--- src/rtl/styler_pixel_serializer.sv ---
// Styled glyph-row serializer: holding reg + shift reg, one pixel per strobe, MSB first.
// Ports: clk, rst_n, flush, in_valid/in_ready/in_bits/in_hscale/in_last, pix_en, pix_out/valid/last, underrun.
module styler_pixel_serializer #(
  parameter int WIDTH = 16,
  parameter int CNTW  = $clog2(2*WIDTH)
) (
  input  logic             clk,
  input  logic             rst_n,
  input  logic             flush,
  input  logic             in_valid,
  output logic             in_ready,
  input  logic [WIDTH-1:0] in_bits,
  input  logic             in_hscale,
  input  logic             in_last,
  input  logic             pix_en,
  output logic             pix_out,
  output logic             pix_valid,
  output logic             pix_last,
  output logic             underrun
);

  typedef struct packed {
    logic [WIDTH-1:0] bits;
    logic             hscale;
    logic             last;
    logic             full;
  } hr_t;

  typedef struct packed {
    logic [WIDTH-1:0] bits;
    logic             hscale;
    logic             last;
    logic             full;
    logic [CNTW-1:0]  cnt;
  } sr_t;

  hr_t hr_q, hr_d;
  sr_t sr_q, sr_d;
  logic und_q, und_d;

  logic [CNTW-1:0] end_cnt;
  logic [CNTW-1:0] last_cnt;
  logic            accept;
  logic            done;
  logic            xfer;
  logic            step;

  assign end_cnt  = sr_q.hscale ? CNTW'(2*WIDTH-1)
                                : CNTW'(WIDTH-1);
  // last pixel period spans two strobes when repeated
  assign last_cnt = sr_q.hscale ? CNTW'(2*WIDTH-2)
                                : CNTW'(WIDTH-1);

  assign accept = in_valid & ~hr_q.full;
  assign done   = pix_en & sr_q.full
                & (sr_q.cnt == end_cnt);
  assign xfer   = hr_q.full & (~sr_q.full | done);
  assign step   = pix_en & sr_q.full & ~xfer;

  always_comb begin
    hr_d  = hr_q;
    sr_d  = sr_q;
    und_d = pix_en & ~sr_q.full;
    if (accept) begin
      hr_d.bits   = in_bits;
      hr_d.hscale = in_hscale;
      hr_d.last   = in_last;
      hr_d.full   = 1'b1;
    end
    unique case (1'b1)
      xfer: begin
        hr_d.full   = 1'b0;
        sr_d.bits   = hr_q.bits;
        sr_d.hscale = hr_q.hscale;
        sr_d.last   = hr_q.last;
        sr_d.full   = 1'b1;
        sr_d.cnt    = '0;
      end
      step: begin
        sr_d.cnt = sr_q.cnt + 1'b1;
        // repeated pixels advance on every second strobe
        if (~sr_q.hscale | sr_q.cnt[0])
          sr_d.bits = {sr_q.bits[WIDTH-2:0], 1'b0};
        if (done)
          sr_d.full = 1'b0;
      end
      default: ;
    endcase
  end

  always_ff @(posedge clk or negedge rst_n) begin
    if (!rst_n) begin
      hr_q  <= '0;
      sr_q  <= '0;
      und_q <= 1'b0;
    end else if (flush) begin
      hr_q.full <= 1'b0;
      sr_q.full <= 1'b0;
      sr_q.cnt  <= '0;
      und_q     <= 1'b0;
    end else begin
      hr_q  <= hr_d;
      sr_q  <= sr_d;
      und_q <= und_d;
    end
  end

  assign in_ready  = ~hr_q.full;
  assign pix_valid = sr_q.full;
  assign pix_out   = sr_q.full & sr_q.bits[WIDTH-1];
  assign pix_last  = sr_q.full & sr_q.last
                   & (sr_q.cnt >= last_cnt);
  assign underrun  = und_q;

endmodule

--- config.mk ---
export PLATFORM = sky130hd
export DESIGN_NAME = styler_pixel_serializer
export DESIGN_NICKNAME = d
export VERILOG_FILES = /design/src/rtl/styler_pixel_serializer.sv
export SDC_FILE = /design/constraint.sdc
export NUM_CORES = 1
export LEC_CHECK = 0
export ABC_AREA = 0
export BUFFER_PORTS_ARGS = -buffer_cell sky130_fd_sc_hd__buf_2
export CAP_MARGIN = 25
export CORE_MARGIN = 3
export CORE_UTILIZATION = 35
export CTS_CLUSTER_SIZE = 10
export DETAILED_ROUTE_END_ITERATION = 6
export MAX_ROUTING_LAYER = met4
export REMOVE_ABC_BUFFERS = 1
export SLEW_MARGIN = 20
export SYNTH_ARGS = -nofsm -noshare
export SYNTH_HDL_FRONTEND = slang
export SYNTH_SLANG_ARGS = --single-unit
export TNS_END_PERCENT = 5
--- constraint.sdc ---
create_clock -name clk -period 2.3 [get_ports clk]
set_input_delay 0.23 -clock clk [delete_from_list [all_inputs] [get_ports clk]]
set_output_delay 0.23 -clock clk [all_outputs]
set_load 0.02 [all_outputs]
Word-level counts from Yosys, hierarchy flattened. Index checks and enable logic that the tools add are counted.

Flip-flop bits (word level): 44. Input bits: 23. Logic and storage cells: 49.

Add/subtract/negate cells: 1. $lt $le $gt $ge: 1. Equal/unequal tests: 3. Mux-type cells: 11. Bitwise gates (word level): 16. Reductions and logical operators: 7.

Operator list (count): 16-bit one-hot mux with 2 select lines (1); 16-bit two-way mux (1); 6-bit one-hot mux with 2 select lines (1); 5-bit two-way mux (2); 1-bit bitwise AND (9); 6-bit two-way mux (1); 2-bit AND reduction (3); 3-bit nonzero test (2); 5-bit by 1-bit adder with 5-bit output, second input constant (1); 5-bit == test (1); 5-bit greater-or-equal comparator (1); 1-bit two-way mux (5); 1-bit NOT (5); 3-bit inequality test, second input constant (1); 3-bit AND reduction (1); 2-bit by 1-bit inequality test with 1-bit output, second input constant (1); 1-bit bitwise OR (2); 2-bit nonzero test (1).

Longest topological paths before layout. Gate-level depths: netlist (run 1).

Depth in word-level cells: 9. Mapped depth: 8.

Least setup slack after synthesis (run 1). No wires, ideal clock.

Path kind: reg2reg. Start point: register sr_q[4] in the netlist's numbering. End point: register sr_q[14] in the netlist's numbering. Arrival time: 1.615 ns. Data required time: 2.162 ns. Slack: 0.547 ns. Stages on the path, launching flop included: 7. Cells stage by stage: dfrtp_1 > ha_1 > and4_1 > a31o_1 > nor2_1 > buf_6 > a222oi_1.

Longest elaborated chain between the ends: 8.

Ends and longest elaborated chain: from (decl) (line 38) `sr_t sr_q, sr_d;`; from (signal assigned) (line 103) `sr_q <= sr_d;`; 5-bit == test (*) (line 56) `& (sr_q.cnt == end_cnt);`; 1-bit bitwise AND (*) (line 56); 1-bit bitwise OR (*) (line 57) `assign xfer = hr_q.full & (~sr_q.full | done);`; 1-bit bitwise AND (*) (line 57); 1-bit NOT (line 58) `assign step = pix_en & sr_q.full & ~xfer;`; 1-bit bitwise AND (line 58); 2-bit by 1-bit inequality test with 1-bit output (no source line) or 2-bit nonzero test (tied branches); 3-bit AND reduction (no source line).

Every way passes the cells marked *; elsewhere a longest branch is shown, timed or not. A chain may end at the register's enable or synchronous reset.

Worst setup path in the final report (run 1).
Start point: register sr_q[7] in the netlist's numbering. End point: register sr_q[15] in the netlist's numbering.

Longest elaborated chain between the ends: 9.

Ends and longest elaborated chain: 5-bit two-way mux (line 48) `assign end_cnt = sr_q.hscale ? CNTW'(2*WIDTH-1)`; 5-bit == test (line 56); 1-bit bitwise AND (line 56); 1-bit bitwise OR (line 57); 1-bit bitwise AND (line 57); 1-bit NOT (line 58); 1-bit bitwise AND (line 58); 2-bit by 1-bit inequality test with 1-bit output (no source line) or 2-bit nonzero test (tied branches); 3-bit AND reduction (no source line).

Several ways; a longest one is shown, not always the timed one.

==> results of run 1 <==
[power by group through the flow]
stage	registers (W)	clock network (W)	logic (W)
after floorplan	0.00102	0	0.000262
after global placement	0.00103	0	0.000370
after detailed placement	0.00104	0	0.000381
after CTS	0.00102	0.000642	0.000384
after global routing	0.00104	0.000676	0.000445
final	0.00102	0.000618	0.000382
[cells in the mapped netlist (all sizes together), types with 2 or more instances]
cell | count | area share [%]
dfrtp | 44 | 57
inv | 34 | 6.6
nand2 | 20 | 3.9
o21ai | 17 | 4.4
a222oi | 14 | 7.3
nor2 | 9 | 1.8
buf | 4 | 2.3
clkbuf | 4 | 0.78
ha | 4 | 2.6
mux2 | 4 | 2.3
and2 | 3 | 1.0
nand4 | 3 | 0.98
nor3b | 3 | 1.4
xor2 | 3 | 1.4
a21oi | 2 | 0.52
nor2b | 2 | 0.78
nor3 | 2 | 0.78
[per-layer routing]
| metal | vias up | global-route usage [%] | share of wire (%) |
|---|---|---|---|
| li1 | 672 | - | - |
| met1 | 651 | 16.8 | 50 |
| met2 | 31 | 19.5 | 45 |
| met3 | 2 | 3.92 | 4.0 |
| met4 | 0 | 5.07 | 0.74 |
| met5 | - | - | 0 |
[metrics by stage]
step / cells / hold WS [ns] / cell area (sq um) / power, W
after floorplan: 172 / -0.0656 / 1860 / 0.00129
after global placement: 276 / 0.220 / 2140 / 0.00140
after detailed placement: 276 / 0.222 / 2140 / 0.00142
after CTS: 285 / 0.121 / 2270 / 0.00205
after global routing: 285 / 0.121 / 2270 / 0.00216
final: 285 / 0.131 / 2270 / 0.00202
[critical path: stages, from the launching register on]
cell and delay, ns:
dfrtp_1 0.39, inv_1 0.10, ha_1 0.26, and4_1 0.23, and2_2 0.20, nor2b_2 0.26, buf_4 0.22, a222oi_1 0.11
[flip-flops by register name, indices dropped and copies added (netlist names)]
| register | flops |
|---|---|
| underrun | 1 |
| pix_valid | 1 |
| hr_q | 19 |
| sr_q | 23 |
[final timing paths]
kind                             startpoint        to  slack [ns]  cells past startpoint
worst max-delay path                sr_q[7]  sr_q[15]        0.40                      7
worst min-delay path            in_bits[13]  hr_q[16]        0.13                      3
worst max register to register      sr_q[7]  sr_q[15]        0.40                      7
worst min register to register      hr_q[2]   sr_q[7]        0.49                      2
max in group asynchronous             rst_n  sr_q[16]        1.33                      3
min in group asynchronous             rst_n   hr_q[0]        0.42                      2
[cell families after synthesis]
family / synth area share (%)
buffers and inverters: 9.77
xor gates and xnor gates: 1.82
DFF: 57.3
AOI/OAI and AO/OA: 14.5
and+or+nand+nor: 11.1
adders and majority gates: 2.61
muxes: 2.87
[cell usage in the layout, fill, tap and decap left out, types with 2 or more instances in the layout]
master / count
o21ai_0: 17
nor3b_1: 2
mux2_2: 4
clkbuf_8: 6
inv_1: 34
dfrtp_1: 44
buf_4: 7
xor2_1: 3
a222oi_1: 14
a21oi_1: 2
nor2_1: 9
ha_1: 4
nand4_1: 3
and2_1: 2
nand2_1: 20
buf_2: 27
[layout make-up]
type | instances | area, sq um | share of cell area, %
Multi-Input combinational cell | 94 | 638 | 28.1
Tap cell | 70 | 87.6 | 3.85
Timing Repair Buffer | 35 | 198 | 8.70
Sequential cell | 44 | 1100 | 48.4
Clock buffer | 6 | 82.6 | 3.63
Clock inverter | 2 | 38.8 | 1.71
Inverter | 34 | 128 | 5.61
==> impl_metrics.toml, run 1 <==
[clock_network]
clock-root-buffer = "clkbuf_8"
clockBufferDepth = 2
cts_tree = "done"
cts_resized = 0
clk_pin_slew_worst_paths_ns = 0.09
hold_buffers = 1
cts-htree-levels = 2
post-cts-setup-buffers = 0
clkSinkCount = 44
cts_buffers = 5
insertion_delay_ns = 0.30

[run_status]
status = "finished clean"

[synth]
yosysWarnings = 0
ys_seq_area_share_pct = 57.3
synth_edf_count = 0
synth_cell_types = 29
async_flop_share_pct = 100
syn-cell-area_sq_mm = 0.00192
synthCells = 180
ys_ff_latch = 44
synth_flop_cell = "dfrtp_1"
syn_avg_cell_area_sq_um = 10.7

[detailed_routing]
drtPass1Iterations = 5
wirelength_microns = 3640
via_per_inst = 4.76
vias = 1356
drc_errors = 0
postRouteAntennaNets = 0
drtIter0Drc = 147
drt-wirelength-per-cell_microns = 12.8

[place]
io_buffers = 27
preCtsSetupSlack_ns = 0.407
gp_congestion = 0.875
place.detailed.hpwl_microns = 2540

[floorplan]
design.core.area_sq_mm = 0.00520
rows = 26
start_util_pct = 36.9
fp.dieW_microns = 80.1
fp.dieArea_sq_mm = 0.00641
die_y_microns = 80.1
boundaryPins = 28

[setup_path]
cp.arrival_ns = 2.07
end_kind = "flop"
crit_path_start_kind = "flop"
critPathKind = "flop to flop"
critPathMaxFanout = 9
required_ns = 2.47

[grt]
grt_max_degree = 23
grtUsageTotal_pct = 13.1
grt_pass1_vias = 1306
antenna_found_initial = 0
grt-ovfl-total = 0
grt_pass1_wl_microns = 6260

[sta]
maxSlewViolCount = 0
fin_tns_setup_ns = 0
setup_ws_ns = 0.397
fin_crit_sh_pct = 82.7
period_minus_slack_ns = 1.90
tightest_slew_ns = 0.518
setup_viol_count_final = 0
rsz0062_at_grt = "false"
hold_violations = 0
fmax_mhz = 526
slew_headroom_pct = 65.4
fin_skew_ns = 0.00879

[power]
swShare_pct = 26.9
ir_drop_uv = 351
p_switching_w = 0.000544
p_leak_nw = 1.14
p_comb_share_pct = 18.9
internal_power_w = 0.00148
clkPwrFrac_pct = 30.6
seqPwrFrac_pct = 50.5
pwr_density_cell_mw_per_mm2 = 889

[cells_and_area]
fin_util_pct = 43.7
diodes = 0
drive_above_1_share_pct = 23.3
num-nets-final = 241
areaGrowthSynthToFinish_pct = 18.4
fillers = 532

[job]
cap_violations = 0

[hold_path]
hold_class = "primary input to flop"
(Power assumes the default switching activity.)
==> inputs of run 2 (changes only) <==
==> constraint.sdc (replaced) <==
create_clock -name clk -period 1.65 [get_ports clk]
set_input_delay 0.165 -clock clk [delete_from_list [all_inputs] [get_ports clk]]
set_output_delay 0.165 -clock clk [all_outputs]
set_load 0.02 [all_outputs]
==> run 2 against run 1 <==
Effect of this change:
- combinational power rose by 69%
- sequential share of layout area fell by 3.9 points
- global-route usage rose by 0.075 points
- highest routed layer unchanged
- power rose by 34%
- the flow now finishes with violations (negative setup slack)
- via count rose by 4.4%
- setup slack got worse by 0.43 ns
- flip-flop and latch count did not move
- sequential power rose by 40%
- die area did not move
- register-to-register slack got worse by 0.43 ns
==> impl_metrics.toml, run 2 (synthesis results as in run 1) <==
[detailed_routing]
wirelength_microns = 3770
via_per_inst = 4.72
drtPass1Iterations = 5
drtIter0Drc = 131
vias = 1416
postRouteAntennaNets = 0
drt-wirelength-per-cell_microns = 12.6
drc_errors = 0

[setup_path]
critPathKind = "flop to flop"
crit_path_start_kind = "flop"
critPathMaxFanout = 5
end_kind = "flop"
cp.arrival_ns = 1.86
required_ns = 1.83

[cells_and_area]
register_area_sq_mm = 0.00110
reg_top3 = "sr_q (23), hr_q (19)"
fillers = 498
multi_input_area_sq_um = 709
areaGrowthSynthToFinish_pct = 28.6
stdcell_count = 300
final_cell_mix = "44 x dfrtp_1, 31 x inv_1, 27 x buf_2"
regMostFlops = "sr_q"
drive_above_1_share_pct = 33.0
final_common_cell = "dfrtp_1"
diodes = 0
largest_register_ffs = 23
num-nets-final = 257

[floorplan]
fp.dieArea_sq_mm = 0.00641
fp.dieW_microns = 80.1
start_util_pct = 36.9
boundaryPins = 28
design.core.area_sq_mm = 0.00520
die_y_microns = 80.1
rows = 26

[clock_network]
cts_buffers = 5
clockBufferDepth = 2
clkSinkCount = 44
cts_tree = "done"
clk_pin_slew_worst_paths_ns = 0.08
clock-root-buffer = "clkbuf_8"
cts-htree-levels = 2
insertion_delay_ns = 0.29

[sta]
fin_skew_ns = 0.00617
setup_ws_ns = -0.0359
period_minus_slack_ns = 1.69
setup_viol_count_final = 4
fin_crit_sh_pct = 102
hold_violations = 0
rsz0062_at_grt = "true"
slew_headroom_pct = 69.6
tightest_slew_ns = 0.456
fmax_mhz = 593
maxSlewViolCount = 0
fin_tns_setup_ns = -0.0884

[power]
pwr_density_cell_mw_per_mm2 = 1100
ir_drop_uv = 595
seqPwrFrac_pct = 52.7
design_power_total_w = 0.00271
p_comb_share_pct = 23.9
p_leak_nw = 1.23
internal_power_w = 0.00193
p_switching_w = 0.000777
swShare_pct = 28.7
clkPwrFrac_pct = 23.4

[grt]
grt_pass1_vias = 1342
grt_max_degree = 27
grt_pass1_wl_microns = 6280
grtUsageTotal_pct = 13.1
grt-ovfl-total = 0
antenna_found_initial = 0

[place]
place.detailed.hpwl_microns = 2610
placedCellCount = 288
gp_congestion = 0.882
io_buffers = 27

[run_status]
status = "finished with violations"
violations = "negative setup slack"

[hold_path]
hold_class = "primary input to flop"

[job]
cap_violations = 0
-- run 2: power groups by stage --
stage,Combinational (W),Sequential [W],Clock (W)
2_1_floorplan,0.000366,0.00143,0
4_1_cts,0.000642,0.00142,0.000666
5_1_grt,0.000740,0.00145,0.000714
3_5_place_dp,0.000567,0.00144,0
3_3_place_gp,0.000549,0.00144,0
6_report,0.000646,0.00143,0.000633
-- run 2: routing by layer --
layer	wire (microns)	GRT usage [%]	up-vias	part of all wire, %
met1	1810	17.7	678	48
li1	-	-	708	-
met2	1760	18.7	26	47
met4	68	6.59	0	1.8
met5	0	-	-	0
met3	132	2.80	4	3.5
-- run 2: path summary, 6_finish.rpt --
kind | end | cells after the start | slack [ns] | startpoint
setup / recovery | sr_q[6] | 5 | -0.04 | sr_q[4]
hold / removal | hr_q[12] | 3 | 0.07 | in_bits[9]
setup reg to reg | sr_q[6] | 5 | -0.04 | sr_q[4]
hold reg to reg | sr_q[6] | 1 | 0.52 | hr_q[1]
max in group asynchronous | sr_q[7] | 3 | 0.80 | rst_n
min in group asynchronous | sr_q[0] | 2 | 0.36 | rst_n
-- run 2: timing repair --
action / CTS / global route
setup endpoints to repair: 18 / 19
pin swaps: 14 / 11
resized for setup: 20 / 5
setup buffers: 4 / 0
gates cloned: 0 / 1
endpoints found under the hold margin: 18 / 0
hold buffers: 1 / 0
-- run 2: cell type report --
class / instances / area share, %
clock buffer: 5 / 2.79
clock inverter: 2 / 0.507
inverter: 34 / 5.27
multi-input combinational: 94 / 28.7
sequential: 44 / 44.6
tap: 70 / 3.55
timing repair buffer: 51 / 14.6
-- run 2: critical path: stages (launching register included) --
cell     delay (ns)
dfrtp_1        0.41
ha_4           0.27
and4_4         0.23
a31o_4         0.21
buf_4          0.14
mux2_2         0.32
-- run 2: through the flow --
step / utilization, % / hold WS [ns] / setup slack (ns) / cell area [sq um]
floorplan: - / -0.131 / -0.477 / 1860
global placement: 43.1 / 0.136 / -0.292 / 2240
detailed placement: 43.1 / 0.142 / -0.347 / 2240
CTS: 47.3 / 0.0647 / -0.0673 / 2460
global route: 47.5 / 0.0631 / -0.109 / 2470
finish: 47.5 / 0.0720 / -0.0359 / 2470
==> inputs of run 3 (changes only) <==
--- a/config.mk
+++ b/config.mk
@@ -13,7 +13,10 @@
 export CTS_CLUSTER_SIZE = 10
 export DETAILED_ROUTE_END_ITERATION = 6
 export MAX_ROUTING_LAYER = met4
+export PLACE_DENSITY = 0.53
+export RECOVER_POWER = 25
 export REMOVE_ABC_BUFFERS = 1
+export SETUP_SLACK_MARGIN = 0.2
 export SLEW_MARGIN = 20
 export SYNTH_ARGS = -nofsm -noshare
 export SYNTH_HDL_FRONTEND = slang
==> run 3 against run 2 <==
Effect of this change:
- the run still ends with negative setup slack left
- via count down 2.0%
- clock skew increased by 0.00066 ns
- power increased by 5.1%
- die area stayed put
- clock power grew 26%
- critical path type is now flop to output pin
- critical endpoint is now pix_last
- largest power group unchanged
==> impl_metrics.toml, run 3 (synthesis results as in run 1) <==
[place]
io_buffers = 27
placedCellCount = 289
place.detailed.hpwl_microns = 2580
gp_congestion = 0.784
preCtsSetupSlack_ns = -0.337

[cells_and_area]
fillers = 506
final_cell_mix = "44 x dfrtp_1, 32 x inv_1, 26 x buf_2"
fin_util_pct = 47.0
stdcell_count = 299
reg_top3 = "sr_q (23), hr_q (19)"
largest_register_ffs = 23
final_common_cell = "dfrtp_1"
drive_above_1_share_pct = 31.4
diodes = 0
regMostFlops = "sr_q"
num-nets-final = 255
areaGrowthSynthToFinish_pct = 27.4

[setup_path]
crit_path_start_kind = "flop"
cp_top_family = "flip-flops"
cp.arrival_ns = 1.50
slowest_stage = "dfrtp_1"
path_buf_inv = 4
critPathMaxFanout = 2
required_ns = 1.48
critPathKind = "flop to output pin"
path_cells = "inv_2 -> buf_6 -> ha_4 -> inv_2 -> a21oi_1 -> o211a_1 -> buf_6"
end_kind = "output pin"
critPathMaxStageDelay_ns = 0.37

[clock_network]
clkSinkCount = 44
clock-root-buffer = "clkbuf_8"
cts_tree = "done"
insertion_delay_ns = 0.29
cts_buffers = 5
clockBufferDepth = 2
cts-htree-levels = 2
clk_pin_slew_worst_paths_ns = 0.08

[run_status]
status = "finished with violations"
violations = "negative setup slack"

[floorplan]
fp.dieW_microns = 80.1
start_util_pct = 36.9
rows = 26
die_y_microns = 80.1
design.core.area_sq_mm = 0.00520
fp.dieArea_sq_mm = 0.00641
boundaryPins = 28

[sta]
maxSlewViolCount = 0
fmax_mhz = 599
tightest_slew_ns = 1.10
rsz0062_at_grt = "true"
period_minus_slack_ns = 1.67
setup_ws_ns = -0.0187
fin_crit_sh_pct = 101
fin_skew_ns = 0.00684
hold_violations = 0
setup_viol_count_final = 1
slew_headroom_pct = 26.6

[power]
pwr_density_cell_mw_per_mm2 = 1160
ir_drop_uv = 516
p_leak_nw = 1.23

[grt]
antenna_found_initial = 0
grt_pass1_vias = 1444
grtUsageTotal_pct = 13.5
grt-ovfl-total = 0
grt_max_degree = 45
grt_pass1_wl_microns = 6590

[hold_path]
hold_class = "primary input to flop"

[job]
cap_violations = 0

[detailed_routing]
via_per_inst = 4.64
drt-wirelength-per-cell_microns = 12.5
wirelength_microns = 3750
postRouteAntennaNets = 0
vias = 1387
drtIter0Drc = 154
drtPass1Iterations = 6
drc_errors = 0
run 3: cell count changes in the layout (fill, tap and decap cells not counted), sizes merged:
cell	previous run	this run
clkbuf	5	7
clkinvlp	1	0
bufinv	0	1
buf	50	47
run 3: layer usage:
layer  vias to the layer above  GRT usage, %  share of wire, %
met5                         -             -                 0
met2                        31          20.3                44
li1                        702             -                 -
met4                         0          4.56               1.1
met1                       650          18.1                49
met3                         4          3.25               5.3
run 3: timing repair:
item	CTS	global route
resized for setup	17	2
hold buffers	1	0
endpoints found under the setup margin	26	37
setup buffers	1	0
pin swaps	20	12
hold endpoints to repair	44	0
run 3: where the power goes:
part | switching (W) | internal [W] | leakage (nW) | total [W]
sequential | 0.0000873 | 0.00134 | 0.530 | 0.00143
combinational | 0.000333 | 0.000289 | 0.642 | 0.000622
clock | 0.000347 | 0.000449 | 0.0552 | 0.000796
total | 0.000767 | 0.00208 | 1.23 | 0.00284
run 3: layout make-up:
| type | instances | area, sq um | share of cell area [%] |
|---|---|---|---|
| multi-input cells | 94 | 694 | 28.4 |
| repair buffers | 49 | 329 | 13.4 |
| flip-flops and latches | 44 | 1100 | 45.0 |
| clock buffers | 6 | 72.6 | 2.97 |
| well taps | 70 | 87.6 | 3.58 |
| inverters | 34 | 128 | 5.21 |
| clock inverters | 2 | 35.0 | 1.43 |
run 3: path summary, 6_finish.rpt:
| kind | to | cells after the start | slack, ns | start |
|---|---|---|---|---|
| max in group asynchronous | sr_q[4] | 3 | 0.28 | rst_n |
| min in group asynchronous | hr_q[13] | 3 | 0.69 | rst_n |
| min reg2reg | sr_q[7] | 2 | 0.49 | hr_q[2] |
| min | hr_q[14] | 3 | 0.07 | in_bits[11] |
| max | pix_last | 7 | -0.02 | sr_q[7] |
| max reg2reg | sr_q[20] | 6 | 0.02 | sr_q[7] |
run 3: metrics by stage:
stage | power (W) | hold WS (ns) | cell area (sq um) | TNS (ns)
2_1_floorplan | 0.00179 | -0.131 | 1860 | -8.42
3_3_place_gp | 0.00200 | 0.286 | 2240 | -4.90
3_5_place_dp | 0.00202 | 0.282 | 2240 | -5.04
4_1_cts | 0.00289 | 0.0645 | 2440 | -0.0567
5_1_grt | 0.00307 | 0.0706 | 2450 | -0.924
6_report | 0.00284 | 0.0723 | 2450 | -0.0187
run 3: worst min-delay path, delay by kind of cell:
family                 cells  cell delay, ns
buffers and inverters      1            0.07
AO/OA/AOI/OAI              1            0.05
AND/OR/NAND/NOR            1            0.03
